## src/rtl/filtro_biquad_cascada.sv

```systemverilog
// Cascade of direct-form-II biquad sections sharing one multiplier and one accumulator.
// Five products per section; a1/a2 are stored pre-negated so every feedback term is added.
module filtro_biquad_cascada #(
    parameter int largo = 24,
    parameter int mag   = 8,
    parameter int pres  = 16,
    parameter int secc  = 2,
    parameter int aw    = 4
) (
    input  logic             clk,
    input  logic             rst,
    input  logic [largo:0]   data_i,
    input  logic             valid_i,
    output logic             ready_o,
    output logic [largo:0]   data_out,
    output logic             valid_o,
    output logic             sat_o,
    output logic             drop_o,
    input  logic             coef_we,
    input  logic [aw-1:0]    coef_addr,
    input  logic [largo:0]   coef_data
);
    localparam int W  = largo + 1;
    localparam int NC = 5 * secc;
    localparam int SW = (secc > 1) ? $clog2(secc) : 1;

    localparam logic signed [W-1:0]   MAXV = {1'b0, {(W-1){1'b1}}};
    localparam logic signed [W-1:0]   MINV = {1'b1, {(W-1){1'b0}}};
    localparam logic signed [2*W-1:0] MAX2 = {{(W+1){1'b0}}, {(W-1){1'b1}}};
    localparam logic signed [2*W-1:0] MIN2 = {{(W+1){1'b1}}, {(W-1){1'b0}}};
    localparam logic [W-1:0]          ONE  = {{(W-1){1'b0}}, 1'b1} << pres;

    typedef enum logic [1:0] {IDLE, CALC, DONE} state_t;

    state_t               state_reg;
    logic [2:0]           step_reg;
    logic [SW-1:0]        sec_reg;
    logic signed [W-1:0]  x_reg;
    logic signed [W-1:0]  acc_reg;
    logic signed [W-1:0]  w_reg;
    logic                 flag_reg;

    logic signed [W-1:0]  coef_arr [NC];
    logic signed [W-1:0]  w1_arr [secc];
    logic signed [W-1:0]  w2_arr [secc];

    logic                 last_step;
    logic                 coef_wr_ok;

    assign last_step  = (state_reg == CALC) && (step_reg == 3'd4);
    assign coef_wr_ok = (state_reg == IDLE) && coef_we;

    // Coefficient file; reset value is passthrough (b0 = 1.0 in every section).
    generate
        for (genvar gi = 0; gi < NC; gi++) begin : g_coef
            logic signed [W-1:0] coef_q;
            always_ff @(posedge clk) begin
                if (rst) begin
                    coef_q <= ((gi % 5) == 0) ? ONE : '0;
                end else if (coef_wr_ok && (coef_addr == aw'(gi))) begin
                    coef_q <= coef_data;
                end
            end
            assign coef_arr[gi] = coef_q;
        end
    endgenerate

    generate
        for (genvar gi = 0; gi < secc; gi++) begin : g_state
            logic signed [W-1:0] w1_q;
            logic signed [W-1:0] w2_q;
            always_ff @(posedge clk) begin
                if (rst) begin
                    w1_q <= '0;
                    w2_q <= '0;
                end else if (last_step && (sec_reg == SW'(gi))) begin
                    w2_q <= w1_q;
                    w1_q <= w_reg;
                end
            end
            assign w1_arr[gi] = w1_q;
            assign w2_arr[gi] = w2_q;
        end
    endgenerate

    // Operand selection: the step decides which coefficient and which state word meet the multiplier.
    logic [2:0]           coef_k;
    logic [aw-1:0]        coef_idx;
    logic signed [W-1:0]  coef_sel;
    logic signed [W-1:0]  oper;
    logic signed [W-1:0]  addend;

    always_comb begin
        coef_k = 3'd0;
        oper   = w1_arr[sec_reg];
        case (step_reg)
            3'd0: begin coef_k = 3'd3; oper = w1_arr[sec_reg]; end
            3'd1: begin coef_k = 3'd4; oper = w2_arr[sec_reg]; end
            3'd2: begin coef_k = 3'd0; oper = w_reg;           end
            3'd3: begin coef_k = 3'd1; oper = w1_arr[sec_reg]; end
            3'd4: begin coef_k = 3'd2; oper = w2_arr[sec_reg]; end
            default: begin coef_k = 3'd0; oper = w_reg;        end
        endcase
        coef_idx = aw'(sec_reg) * aw'(5) + aw'(coef_k);
        coef_sel = coef_arr[coef_idx];
        addend   = (step_reg == 3'd0) ? x_reg : acc_reg;
    end

    logic signed [2*W-1:0] prod_full;
    logic signed [2*W-1:0] prod_sh;
    logic signed [W-1:0]   prod_sat;
    logic                  prod_ovf;
    logic signed [W:0]     sum_full;
    logic signed [W-1:0]   sum_sat;
    logic                  sum_ovf;
    logic signed [W-1:0]   acc_next;
    logic                  sat_now;

    always_comb begin
        prod_full = coef_sel * oper;
        prod_sh   = prod_full >>> pres;
        prod_ovf  = (prod_sh > MAX2) || (prod_sh < MIN2);
        if (prod_sh > MAX2)      prod_sat = MAXV;
        else if (prod_sh < MIN2) prod_sat = MINV;
        else                     prod_sat = prod_sh[W-1:0];

        sum_full = {addend[W-1], addend} + {prod_sat[W-1], prod_sat};
        sum_ovf  = (sum_full[W] != sum_full[W-1]);
        if (sum_ovf) sum_sat = sum_full[W] ? MINV : MAXV;
        else         sum_sat = sum_full[W-1:0];

        // Step 2 starts the feedforward sum fresh, so only the product can saturate there.
        acc_next = (step_reg == 3'd2) ? prod_sat : sum_sat;
        sat_now  = prod_ovf || ((step_reg != 3'd2) && sum_ovf);
    end

    always_ff @(posedge clk) begin
        if (rst) begin
            state_reg <= IDLE;
            step_reg  <= 3'd0;
            sec_reg   <= '0;
            x_reg     <= '0;
            acc_reg   <= '0;
            w_reg     <= '0;
            flag_reg  <= 1'b0;
            ready_o   <= 1'b1;
            data_out  <= '0;
            valid_o   <= 1'b0;
            sat_o     <= 1'b0;
            drop_o    <= 1'b0;
        end else begin
            valid_o <= 1'b0;
            drop_o  <= 1'b0;
            case (state_reg)
                IDLE: begin
                    ready_o <= 1'b1;
                    if (valid_i) begin
                        x_reg     <= data_i;
                        sec_reg   <= '0;
                        step_reg  <= 3'd0;
                        flag_reg  <= 1'b0;
                        ready_o   <= 1'b0;
                        state_reg <= CALC;
                    end
                end
                CALC: begin
                    drop_o   <= valid_i;
                    acc_reg  <= acc_next;
                    flag_reg <= flag_reg | sat_now;
                    if (step_reg == 3'd1) w_reg <= acc_next;
                    if (step_reg == 3'd4) begin
                        x_reg    <= acc_next;
                        step_reg <= 3'd0;
                        if (sec_reg == SW'(secc - 1)) state_reg <= DONE;
                        else                          sec_reg   <= SW'(sec_reg + 1'b1);
                    end else begin
                        step_reg <= step_reg + 3'd1;
                    end
                end
                DONE: begin
                    drop_o    <= valid_i;
                    data_out  <= acc_reg;
                    valid_o   <= 1'b1;
                    sat_o     <= flag_reg;
                    state_reg <= IDLE;
                end
                default: state_reg <= IDLE;
            endcase
        end
    end
endmodule

```

## config.mk

```make
export PLATFORM = sky130hd
export DESIGN_NAME = filtro_biquad_cascada
export DESIGN_NICKNAME = d
export VERILOG_FILES = /design/src/rtl/filtro_biquad_cascada.sv
export SDC_FILE = /design/constraint.sdc
export NUM_CORES = 2
export LEC_CHECK = 0
export ABC_AREA = 1
export BUFFER_PORTS_ARGS = -buffer_cell sky130_fd_sc_hd__buf_4
export CAP_MARGIN = 10
export CORE_MARGIN = 5
export CORE_UTILIZATION = 50
export DETAILED_ROUTE_END_ITERATION = 6
export PLACE_DENSITY = 0.63
export SYNTH_ARGS = -nofsm -noshare
export SYNTH_HDL_FRONTEND = slang
export SYNTH_SLANG_ARGS = --single-unit
```

## constraint.sdc

```tcl
create_clock -name clk -period 30.6 [get_ports clk]
set_clock_uncertainty 0.1 [all_clocks]
set_input_delay 1.53 -clock clk [delete_from_list [all_inputs] [get_ports clk]]
set_output_delay 1.53 -clock clk [all_outputs]
set_load 0.03 [all_outputs]
```

==> summary.txt <==
Detailed routing
  • DR vias: 37954
  • Avg Vias per Cell: 5.516
  • DRT Pass-1 Iters: 6
  • Final ANT Viol Nets: 0
  • Highest Signal Layer: met5
  • Wl on met1: 61.41 mm
  • WL final: 142.9 mm
  • DR WL met2: 64.68 mm
  • Starting DRC count in detailed routing: 3011
  • Routed wl met3: 10.81 mm
  • WL/cell: 20.77 µm
  • DRC viols: 0

Logic synthesis
  • Ys async rst share: 0%
  • Netlist cell types: 52
  • Primary FF master, synth: dfxtp_1
  • Synth warnings: 0
  • Syn Area/Cell: 7.653 µm²
  • Sequential fraction of the synthesis area: 20.80%
  • Yosys reg bits: 461
  • Number of synthesized flops with an enable pin: 0
  • Syn_nets: 6688
  • Mapped Cells: 5797
  • Synthesized area: 44360 µm²

Clock network
  • Post-CTS Setup Bufs: 0
  • Resized cells post-CTS: 0
  • CTS sink count: 461
  • Worst-path clk slew: 0.06 ns
  • CTS Hold Buffers Added: 0
  • CTS tree: built
  • Clock latency on the worst-skew pair: 0.63 ns
  • CTS H-tree lvls: 2
  • CTS Root Cell: clkbuf_16
  • Clock Path Buffers: 3
  • CTS buffer count: 51

Worst setup path
  • CP arrival: 16.40 ns
  • Slowest cell on the critical path: a21oi_1
  • Terminus of the critical flop-to-flop path: acc_reg[11]
  • Crit start category: flip-flop
  • Crit-path max FO: 59
  • Reg-to-reg startpoint: step_reg[0]
  • CP endpoint: acc_reg[11]
  • CP Class: flip-flop to flip-flop
  • CP endpoint kind: flip-flop
  • Crit-path most repeated cell: inv_1
  • Slowest cell delay on critical path: 0.86 ns
  • Critical Path Source: step_reg[0]
  • Worst r2r path cells: 60
  • WP data required: 30.96 ns
  • Reg2reg setup slack: 14.55 ns

Timing
  • Measured slew at the worst slew-check pin: 1.249 ns
  • Unrepaired setup endpoints after global routing: false
  • Final worst slack: 14.55 ns
  • Max Slew Vio Count: 0
  • Relative slew slack: 16.51%
  • Setup-failing EPs final: 0
  • Fmax: 62.32 MHz
  • Final min period: 16.05 ns
  • Period utilization: 52.44%
  • Post-Route Setup TNS: 0 ns
  • Final Hold Viols: 0

Global route
  • Antenna violations before repair: 3
  • GRT overflow: 0
  • First-pass GRT wire length: 223.7 mm
  • Tot GR Track Use: 30.26%
  • Vias in the first global route: 38335
  • Largest net degree at the start of global routing: 227

Placement
  • Setup Slack @ Placement: 14.88 ns
  • Dpl hpwl: 105.9 mm
  • Port Buf Inserts: 86
  • Placed Area: 45800 µm²
  • GP Congestion: 1.010
  • Placed Cells: 6787

Floorplan
  • Die Y: 307.9 µm
  • Die Footprint: 94780 µm²
  • Die width: 307.9 µm
  • IO Pins: 87
  • Initial Util: 50.28%
  • Num rows: 109
  • CORE AREA: 88240 µm²

Layout
  • Post-layout util: 54.02%
  • Final cell count without fillers: 6881
  • Fillcell total: 8563
  • Top Registers: g_coef.coef_q: 250 flops, g_state.w1_q: 50 flops, g_state.w2_q: 50 flops
  • Top reg by flops: g_coef.coef_q
  • P&R area growth vs syn: 7.446%
  • Commonest cells after routing, fill and taps aside: inv_1, nand2_1, nor2_1, fa_1, o21ai_0
  • Max FFs per register: 250
  • Finished Cell Area: 47670 µm²
  • Commonest non-fill, non-tap cell in the layout: inv_1
  • Share of cells above drive strength 1: 5.686%
  • Number of nets in the layout: 6566
  • Antenna cells: 0

Pwr
  • Maximum vdd ir drop: 0.1504 mV
  • Leak: 22.02 nW
  • Power per cell area: 96.53 nW/µm²

Min path
  • Worst Hold Class: flip-flop to flip-flop

Outcome
  • Outcome: completed

Job
  • Max-capacitance violation count: 0
[worst min-delay path by stage]
stage / slack [ns] / from / endpoint / cells past startpoint
4_1_cts: 0.35 / g_coef[3].coef_q[11] / g_coef[3].coef_q[11] / 2
5_1_grt: 0.36 / g_coef[1].coef_q[23] / g_coef[1].coef_q[23] / 2
3_5_place_dp: 0.34 / g_coef[0].coef_q[0] / g_coef[0].coef_q[0] / 2
6_report: 0.35 / g_coef[1].coef_q[22] / g_coef[1].coef_q[22] / 2
2_1_floorplan: 0.32 / g_coef[0].coef_q[0] / g_coef[0].coef_q[0] / 2
3_3_place_gp: 0.33 / g_coef[0].coef_q[0] / g_coef[0].coef_q[0] / 2
[where the power goes]
group          total, mW  internal (mW)  switching [mW]
registers          0.679          0.649          0.0303
clock network      0.679          0.404           0.276
logic               3.24           1.02            2.22
total               4.60           2.07            2.53
[worst max-delay path: cells and delay by family (launching register included)]
family / cells / cell delay [ns]
AOI/OAI and AO/OA: 10 / 3.08
and+or+nand+nor: 20 / 3.62
adders and majority gates: 13 / 5.29
buffers and inverters: 16 / 3.21
DFF: 1 / 0.42
xor gates and xnor gates: 1 / 0.09
[layer usage]
metal / track usage (%) / vias to the layer above
li1: - / 17661
met1: 41.75 / 18593
met2: 48.36 / 1362
met3: 5.370 / 334
met4: 10.67 / 4
met5: 0 / -
[logic make-up after synthesis]
kind of cell	count (synthesis)	share of synthesized area, %
DFF	461	20.80
and+or+nand+nor	1824	16.29
AOI/OAI and AO/OA	1224	14.40
buffers and inverters	1348	11.55
xor gates and xnor gates	62	1.241
adders and majority gates	833	34.63
muxes	45	1.083
[metrics by stage]
stage	hold WS, ns	total power, mW
finish	0.3454	4.601
global placement	0.3326	3.869
global route	0.3617	4.984
detailed placement	0.3369	3.864
floorplan	0.3237	3.021
CTS	0.3464	4.569
[synth_stat cells, types with 8 or more instances]
cell / n / share of area (%)
nor2_1: 777 / 6.6
mux2i_1: 21 / 0.47
clkinv_1: 8 / 0.068
o211ai_1: 11 / 0.19
inv_1: 993 / 8.4
o21ai_0: 580 / 6.5
ha_1: 175 / 4.9
inv_2: 8 / 0.068
nor3_1: 19 / 0.21
buf_1: 35 / 0.30
dfxtp_1: 461 / 21
fa_1: 658 / 30
nand2_1: 831 / 7.0
o21bai_1: 11 / 0.19
a21oi_1: 536 / 6.0
xnor2_1: 25 / 0.49
mux2_2: 24 / 0.61
o21a_1: 9 / 0.15
o22ai_1: 21 / 0.30
nand2_2: 17 / 0.24
nand3_1: 152 / 1.7
xor2_1: 36 / 0.71
o31ai_1: 10 / 0.17
o311ai_0: 15 / 0.30
clkbuf_1: 285 / 2.4
buf_2: 9 / 0.10
[area by class of cell]
class / instances / area, µm² / area share (%)
multi-input cells: 3988 / 30070 / 63.09
flip-flops and latches: 461 / 9233 / 19.37
inverters: 1012 / 3814 / 8.001
well taps: 1165 / 1458 / 3.058
clock buffers: 68 / 1440 / 3.021
repair buffers: 161 / 1221 / 2.562
clock inverters: 26 / 430.4 / 0.9030
(Power assumes the default switching activity.)
